File: src/rtl/reg_bank_pkg.sv
// -----------------------------------------------------------------------------
// reg_bank_pkg
// Shared datapath sizing for the general register file. The decode and
// writeback stages import these so that operand/result widths and register
// addresses stay consistent with the register bank.
// -----------------------------------------------------------------------------
package reg_bank_pkg;

    localparam int DATA_W   = 32;
    localparam int ADDR_W   = 2;
    localparam int NUM_REGS = 2 ** ADDR_W;

    typedef logic [ADDR_W-1:0] reg_addr_t;
    typedef logic [DATA_W-1:0] reg_data_t;

endpackage : reg_bank_pkg

File: src/rtl/reg_bank_read_port.sv
// -----------------------------------------------------------------------------
// reg_bank_read_port
// One asynchronous read port of the register bank: an N_REGS:1 mux of
// DATA_W-bit words. No clock is involved; the output follows the address and
// the register contents combinationally.
//
// Ports
//   regs_i  in   N_REGS x DATA_W   current register contents
//   addr_i  in   ADDR_W            read address
//   data_o  out  DATA_W            selected register
// -----------------------------------------------------------------------------
module reg_bank_read_port
    import reg_bank_pkg::*;
#(
    parameter int DATA_W = reg_bank_pkg::DATA_W,
    parameter int ADDR_W = reg_bank_pkg::ADDR_W,
    parameter int N_REGS = 2 ** ADDR_W
) (
    input  logic [N_REGS-1:0][DATA_W-1:0] regs_i,
    input  logic [ADDR_W-1:0]             addr_i,
    output logic [DATA_W-1:0]             data_o
);

    // Every address is valid (N_REGS == 2**ADDR_W), so no out-of-range guard.
    // An unknown address only affects this output; storage is untouched.
    always_comb begin
        data_o = regs_i[addr_i];
    end

endmodule : reg_bank_read_port

File: src/rtl/reg_bank.sv
// -----------------------------------------------------------------------------
// reg_bank
// 4 x 32-bit general register file: one synchronous write port (writeback
// result) and two independent asynchronous read ports (source operands).
// Register 0 is an ordinary writable register. There is no write-to-read
// bypass: a read of the register being written shows the old value until the
// clock edge and the new value right after it.
//
// Ports (positional order is fixed for existing instantiations)
//   clk       in   1       system clock, rising-edge
//   e_l       in   1       write enable, active-high
//   reg_e     in   ADDR_W  write address
//   fnt1      in   ADDR_W  read address, port 1
//   fnt2      in   ADDR_W  read address, port 2
//   dado      in   DATA_W  write data
//   dado_l_1  out  DATA_W  read data, port 1
//   dado_l_2  out  DATA_W  read data, port 2
//   rst_n     in   1       asynchronous active-low reset, clears all registers
// -----------------------------------------------------------------------------
module reg_bank
    import reg_bank_pkg::*;
#(
    parameter int DATA_W = reg_bank_pkg::DATA_W,
    parameter int ADDR_W = reg_bank_pkg::ADDR_W
) (
    input  logic              clk,
    input  logic              e_l,
    input  logic [ADDR_W-1:0] reg_e,
    input  logic [ADDR_W-1:0] fnt1,
    input  logic [ADDR_W-1:0] fnt2,
    input  logic [DATA_W-1:0] dado,
    output logic [DATA_W-1:0] dado_l_1,
    output logic [DATA_W-1:0] dado_l_2,
    input  logic              rst_n
);

    localparam int N_REGS = 2 ** ADDR_W;

    logic [N_REGS-1:0][DATA_W-1:0] regs_q;
    logic [N_REGS-1:0][DATA_W-1:0] regs_d;
    logic [N_REGS-1:0]             wr_sel;

    // One-hot write decode; all-zero when the write port is idle.
    always_comb begin
        wr_sel = '0;
        if (e_l) begin
            wr_sel[reg_e] = 1'b1;
        end
    end

    always_comb begin
        regs_d = regs_q;
        for (int i = 0; i < N_REGS; i++) begin
            if (wr_sel[i]) begin
                regs_d[i] = dado;
            end
        end
    end

    // Reset is asynchronous, so it clears storage immediately and wins over
    // any write presented at the same edge.
    always_ff @(posedge clk or negedge rst_n) begin
        if (!rst_n) begin
            regs_q <= '0;
        end else begin
            regs_q <= regs_d;
        end
    end

    reg_bank_read_port #(
        .DATA_W (DATA_W),
        .ADDR_W (ADDR_W),
        .N_REGS (N_REGS)
    ) u_rd_port_1 (
        .regs_i (regs_q),
        .addr_i (fnt1),
        .data_o (dado_l_1)
    );

    reg_bank_read_port #(
        .DATA_W (DATA_W),
        .ADDR_W (ADDR_W),
        .N_REGS (N_REGS)
    ) u_rd_port_2 (
        .regs_i (regs_q),
        .addr_i (fnt2),
        .data_o (dado_l_2)
    );

endmodule : reg_bank

File: config.mk
export PLATFORM = sky130hd
export DESIGN_NAME = reg_bank
export DESIGN_NICKNAME = d
export VERILOG_FILES = /design/src/rtl/reg_bank_pkg.sv /design/src/rtl/reg_bank_read_port.sv /design/src/rtl/reg_bank.sv
export SDC_FILE = /design/constraint.sdc
export NUM_CORES = 1
export LEC_CHECK = 0
export ABC_AREA = 1
export BUFFER_PORTS_ARGS = -buffer_cell sky130_fd_sc_hd__buf_4
export CAP_MARGIN = 20
export CORE_UTILIZATION = 50
export DETAILED_ROUTE_END_ITERATION = 8
export PLACE_DENSITY_LB_ADDON = 0.15
export SLEW_MARGIN = 25
export SYNTH_ARGS = -nofsm -noshare
export SYNTH_HDL_FRONTEND = slang
export SYNTH_HIERARCHICAL = 1
export SYNTH_SLANG_ARGS = --single-unit
File: constraint.sdc
create_clock -name clk -period 1.3 [get_ports clk]
set_input_delay 0.13 -clock clk [delete_from_list [all_inputs] [get_ports clk]]
set_output_delay 0.13 -clock clk [all_outputs]
set_load 0.02 [all_outputs]
# Yosys cells after proc, flatten, opt, wreduce, memory -nomap -nowiden
# Cells that the tools add are included.
dict set report op_classes {
  n_lt_le_gt_ge 4
  n_mux 7
  n_reduce_logical 1
}
# operator n
set op_table {}
lappend op_table {{$bmux W32 S2} 2}
lappend op_table {{$mux W32} 2}
lappend op_table {{$lt A2 B3 Y1 const B} 3}
lappend op_table {{$mux W4} 1}
lappend op_table {{$demux W1 S2} 1}
lappend op_table {{$ge A2 B1 Y1 const B} 1}
lappend op_table {{$logic_and A1 B1 Y1} 1}
lappend op_table {{$mux W1} 1}
dict set report word_totals {
  register_bits 128
  in_bits 41
  out_inout_bits 64
  word_cells 16
}

# Depth between registers and ports, before layout
dict set report logic_depth {
  ltp_word 5
  depth_mapped 5
}

# By module
# Netlist, hierarchy kept.
# mod instances cells_each area_each_um2 seq_area_each_um2
set by_module_without_submodules {}
lappend by_module_without_submodules {reg_bank 1 569 5188.7 3203.1}
lappend by_module_without_submodules {reg_bank_read_port 2 374 1562.7 0.0}

# Worst setup path after synthesis
# OpenSTA, ideal clock, no wires.
dict set report synth_timing {
  path_type {input to output}
  startpoint {in fnt1[1]}
  endpoint {out dado_l_1[10]}
  t_arrival_ns 0.744
  t_required_ns 1.170
  setup_slack_ns 0.426
  path_stages 5
  cell_sequence {buf_6 > inv_1 > buf_6 > nand3_1 > nand2_1}
}
dict set report synth_via {
  elab_chain_len 2
}
# element line_no
set synth_rtl {}
lappend synth_rtl {{start, declared} reg_bank.sv:29} ;# input logic [ADDR_W-1:0] fnt1,
lappend synth_rtl {{$bmux W32 S2} reg_bank_read_port.sv:27} ;# data_o = regs_i[addr_i];
lappend synth_rtl {{$mux W32 (implied by the code)} reg_bank_read_port.sv:27}
lappend synth_rtl {{end, declared} reg_bank.sv:32} ;# output logic [DATA_W-1:0] dado_l_1,
# Every way passes these cells. The select of a mux whose other input is x is not followed.

# Worst setup path in the final report
dict set report layout_timing {
  startpoint {reg regs_q[96] in the netlist's numbering}
  endpoint {out dado_l_1[0]}
}
dict set report layout_via {
  elab_chain_len 2
}
# element line_no
set layout_rtl {}
lappend layout_rtl {{start, declared} reg_bank.sv:39} ;# logic [N_REGS-1:0][DATA_W-1:0] regs_q;
lappend layout_rtl {{start signal, assigned} reg_bank.sv:66} ;# regs_q <= regs_d;
lappend layout_rtl {{$bmux W32 S2} reg_bank_read_port.sv:27}
lappend layout_rtl {{$mux W32 (implied by the code)} reg_bank_read_port.sv:27}
# Every way passes these cells. The select of a mux whose other input is x is not followed.

==> flow_results.xml <==
<?xml version="1.0" encoding="UTF-8"?>
<metrics>
  <group name="outcome">
    <metric name="outcome" unit="">complete, but fails checks</metric>
    <metric name="violations" unit="">setup timing</metric>
  </group>
  <group name="global_route">
    <metric name="grt_first_pass_wirelength" unit="um">42200</metric>
    <metric name="vias_in_the_first_global_route" unit="">8167</metric>
    <metric name="maximum_number_of_pins_on_one_net_before_global_route_repair" unit="">65</metric>
    <metric name="grt_use_total" unit="%">32.4</metric>
    <metric name="initial_antenna_violation_count" unit="">0</metric>
    <metric name="gr-total-overflow" unit="">0</metric>
  </group>
  <group name="sta">
    <metric name="timing.final.crit_share" unit="%">109</metric>
    <metric name="setup_violations" unit="">64</metric>
    <metric name="minimum_clock_period" unit="ps">1410</metric>
    <metric name="worst_clock_skew" unit="ps">0</metric>
    <metric name="final_hold_viol_count" unit="">0</metric>
    <metric name="maxSlewHeadroom" unit="%">65.5</metric>
    <metric name="final_max_slew_violation_count" unit="">0</metric>
    <metric name="grt_setup_unrepaired" unit="">yes</metric>
    <metric name="finalWorstSetupSlack" unit="ps">-111</metric>
    <metric name="hold_slack" unit="ps">13.7</metric>
    <metric name="fmax" unit="MHz">709</metric>
    <metric name="worst_slew_pin_slew" unit="ps">518</metric>
  </group>
  <group name="setup_path">
    <metric name="family_of_cells_with_the_greatest_summed_delay_on_the_critical_path" unit="">flip-flops</metric>
    <metric name="regToRegSetupSlack" unit="ps">440</metric>
    <metric name="timing.critical_path.slowest_cell_delay" unit="ps">410</metric>
    <metric name="critPathArrivalTime" unit="ps">1280</metric>
    <metric name="worstRegToRegCells" unit="">4</metric>
    <metric name="start_kind" unit="">flop</metric>
    <metric name="regToRegStartpoint" unit="">regs_q[125]$_DFFE_PN0P_</metric>
    <metric name="critical_path.cell_chain" unit="">inv_1 &gt; nand2_1 &gt; nand3_2 &gt; nand2_2 &gt; buf_6</metric>
    <metric name="worst_setup_ep_type" unit="">output pin</metric>
    <metric name="cp_num_buf_inv" unit="">2</metric>
    <metric name="worst-endpoint-required" unit="ps">1170</metric>
    <metric name="timing.setup.critical_path_class" unit="">reg -&gt; out</metric>
    <metric name="cpMaxStageDelayCell" unit="">sky130_fd_sc_hd__dfrtp_1</metric>
    <metric name="r2r_end" unit="">regs_q[125]$_DFFE_PN0P_</metric>
    <metric name="critPathMaxFanout" unit="">3</metric>
  </group>
  <group name="synth">
    <metric name="syn-instance-count" unit="">1317</metric>
    <metric name="synth_enable_flop_cells" unit="">0</metric>
    <metric name="yosysMostFrequentCell" unit="">sky130_fd_sc_hd__nand2_1</metric>
    <metric name="synthTopCellsByArea" unit="">sky130_fd_sc_hd__dfrtp_1 39%, sky130_fd_sc_hd__nand2_1 26%, sky130_fd_sc_hd__inv_1 12%</metric>
    <metric name="synth_common_cells" unit="">577 x sky130_fd_sc_hd__nand2_1, 260 x sky130_fd_sc_hd__inv_1, 163 x sky130_fd_sc_hd__nand3_1</metric>
    <metric name="synth_top_area_share" unit="%">38.5</metric>
    <metric name="yosysSeqAreaShare" unit="%">38.5</metric>
    <metric name="yosys.cell_types.count" unit="">12</metric>
    <metric name="synth_top_flop_cell" unit="">sky130_fd_sc_hd__dfrtp_1</metric>
    <metric name="synthesis.area_per_instance" unit="um^2">6.31</metric>
    <metric name="synth_largest_area_cell" unit="">sky130_fd_sc_hd__dfrtp_1</metric>
    <metric name="synthesis.nets" unit="">1358</metric>
    <metric name="ys_ff_latch" unit="">128</metric>
    <metric name="fraction_of_registers_with_async_set_reset" unit="%">100</metric>
    <metric name="syn_warnings" unit="">6</metric>
    <metric name="synth.cell_area" unit="um^2">8310</metric>
  </group>
  <group name="clock_tree">
    <metric name="cts_made_buffers" unit="">17</metric>
    <metric name="clock_latency" unit="ps">420</metric>
    <metric name="cts.sinks" unit="">128</metric>
    <metric name="clk_root_buffer_cell" unit="">sky130_fd_sc_hd__clkbuf_16</metric>
    <metric name="cts.path.max_buffers" unit="">2</metric>
    <metric name="htreeDepth" unit="">4</metric>
    <metric name="cts.clk_slew.worst_paths" unit="ps">50</metric>
    <metric name="cts_tree" unit="">yes</metric>
  </group>
  <group name="pwr">
    <metric name="clock_power_share" unit="%">30.2</metric>
    <metric name="power.share.switching" unit="%">33.9</metric>
    <metric name="power_report.internal_total" unit="mW">9.18</metric>
    <metric name="power.leakage" unit="nW">6.47</metric>
    <metric name="pwr-share-comb" unit="%">32.7</metric>
    <metric name="power.density" unit="nW/um^2">1250</metric>
    <metric name="switching_power" unit="mW">4.70</metric>
    <metric name="worst_ir_drop_on_vdd" unit="mV">0.851</metric>
    <metric name="sequentialPowerShare" unit="%">37.2</metric>
  </group>
  <group name="final_layout">
    <metric name="largestRegisters" unit="">regs_q (128)</metric>
    <metric name="largest_register_ffs" unit="">128</metric>
    <metric name="final_net_count" unit="">1526</metric>
    <metric name="final.fill_count" unit="">1386</metric>
    <metric name="finalInstanceArea" unit="um^2">11100</metric>
    <metric name="area_delta_synth_final" unit="%">33.6</metric>
    <metric name="layout_cells_sized_above_1" unit="%">20.4</metric>
    <metric name="largest-register" unit="">regs_q</metric>
    <metric name="antennaDiodeCount" unit="">0</metric>
  </group>
  <group name="placement">
    <metric name="dpl.hpwl" unit="um">15200</metric>
    <metric name="place_area" unit="um^2">9330</metric>
    <metric name="place.gp.congestion" unit="">0.824</metric>
    <metric name="io_buffer_count" unit="">104</metric>
  </group>
  <group name="floorplanning">
    <metric name="die_area" unit="um^2">17100</metric>
    <metric name="floorplan.initialDensity" unit="%">51.8</metric>
    <metric name="die-height" unit="um">131</metric>
    <metric name="die_w" unit="um">131</metric>
    <metric name="rows" unit="">46</metric>
    <metric name="core-area" unit="um^2">16100</metric>
    <metric name="floorplan.io_pins" unit="">105</metric>
  </group>
  <group name="job">
    <metric name="max_cap_violations" unit="">0</metric>
  </group>
  <group name="drt">
    <metric name="first_pass_detailed_route_iteration_total" unit="">5</metric>
    <metric name="detail_route.drc_violations" unit="">0</metric>
    <metric name="drt-wirelength-per-cell" unit="um">15.7</metric>
    <metric name="initialDrtViolationCount" unit="">880</metric>
    <metric name="ant_nets" unit="">0</metric>
    <metric name="post_drt_via_cell_ratio" unit="">5.27</metric>
    <metric name="dr_total_vias" unit="">9012</metric>
    <metric name="drt_total_wl" unit="um">26800</metric>
  </group>
  <group name="worst_hold_path">
    <metric name="worst_hold_path_type" unit="">in -&gt; reg</metric>
    <metric name="min_delay_path_depth" unit="">3</metric>
    <metric name="hold_end" unit="">regs_q[6]$_DFFE_PN0P_</metric>
    <metric name="hold_path_startpoint" unit="">dado[6]</metric>
  </group>
</metrics>
stage by stage:
stage | power [mW] | TNS (ps) | setup slack, ps | instances | utilization (%)
2_1_floorplan | 7.43 | 0 | 426 | 1317 | -
3_3_place_gp | 8.70 | 0 | 200 | 1593 | 58.1
6_report | 13.9 | -2910 | -111 | 1710 | 69.2
4_1_cts | 13.5 | -2770 | -76.2 | 1680 | 66.4
3_5_place_dp | 8.77 | 0 | 177 | 1593 | 58.1
5_1_grt | 14.6 | -6640 | -142 | 1710 | 69.2
power groups by stage:
stage	clock, mW	combinational (mW)	sequential [mW]
6_report	4.19	4.53	5.16
5_1_grt	4.40	5.01	5.24
4_1_cts	4.22	4.14	5.13
3_5_place_dp	0	3.57	5.20
3_3_place_gp	0	3.51	5.19
2_1_floorplan	0	2.38	5.06
layout make-up:
| type | count | area [um^2] | area share (%) |
|---|---|---|---|
| multi-input cells | 837 | 3880 | 34.9 |
| inverters | 262 | 983 | 8.85 |
| clock buffers | 27 | 493 | 4.44 |
| well taps | 216 | 270 | 2.43 |
| clock inverters | 1 | 5.00 | 0.0451 |
| repair buffers | 239 | 2280 | 20.5 |
| flip-flops and latches | 128 | 3200 | 28.8 |
how the worst max path moves through the flow:
stage | from | end | slack [ps] | depth (start not counted)
6_report | regs_q[96]$_DFFE_PN0P_ | dado_l_1[0] | -110 | 5
5_1_grt | regs_q[96]$_DFFE_PN0P_ | dado_l_1[0] | -140 | 5
4_1_cts | regs_q[38]$_DFFE_PN0P_ | dado_l_2[6] | -80 | 5
3_5_place_dp | fnt2[0] | dado_l_2[6] | 180 | 7
3_3_place_gp | fnt2[0] | dado_l_2[27] | 200 | 6
2_1_floorplan | fnt1[1] | dado_l_1[10] | 430 | 5
cells by family after synthesis:
kind of cell,synth area share (%)
AND/OR/NAND/NOR,43.2
buffers and inverters,18.3
flip-flops,38.5
worst min-delay path: stages:
cell and delay [ps]:
sky130_fd_sc_hd__buf_4 120, sky130_fd_sc_hd__nand3_1 80, sky130_fd_sc_hd__nand2_1 70
layout by cell type (no fill, tap or decap):
cell,count
sky130_fd_sc_hd__buf_6,64
sky130_fd_sc_hd__nand4_1,96
sky130_fd_sc_hd__dlygate4sd3_1,32
sky130_fd_sc_hd__dfrtp_1,128
sky130_fd_sc_hd__buf_4,130
sky130_fd_sc_hd__clkbuf_16,17
sky130_fd_sc_hd__clkbuf_8,3
sky130_fd_sc_hd__nand2_2,29
sky130_fd_sc_hd__nand3_1,120
sky130_fd_sc_hd__buf_12,13
sky130_fd_sc_hd__nand2_1,548
sky130_fd_sc_hd__clkinv_2,1
sky130_fd_sc_hd__nand3_2,43
sky130_fd_sc_hd__inv_1,258
sky130_fd_sc_hd__inv_2,4
sky130_fd_sc_hd__nor2_2,1
sky130_fd_sc_hd__clkbuf_1,7
repair_timing:
item	in CTS	in global routing
setup buffers	27	30
hold endpoints to repair	218	0
pin swaps	72	56
gates resized for setup	83	55
endpoints found under the setup margin	64	64
hold buffers	32	0
routing by layer:
metal / GRT usage (%) / routed length (um)
met1: 43.4 / 11200
met5: 0 / 0
met3: 6.76 / 2440
met4: 9.40 / 482
met2: 52.8 / 12700
Power figures use the tool's default switching activity.
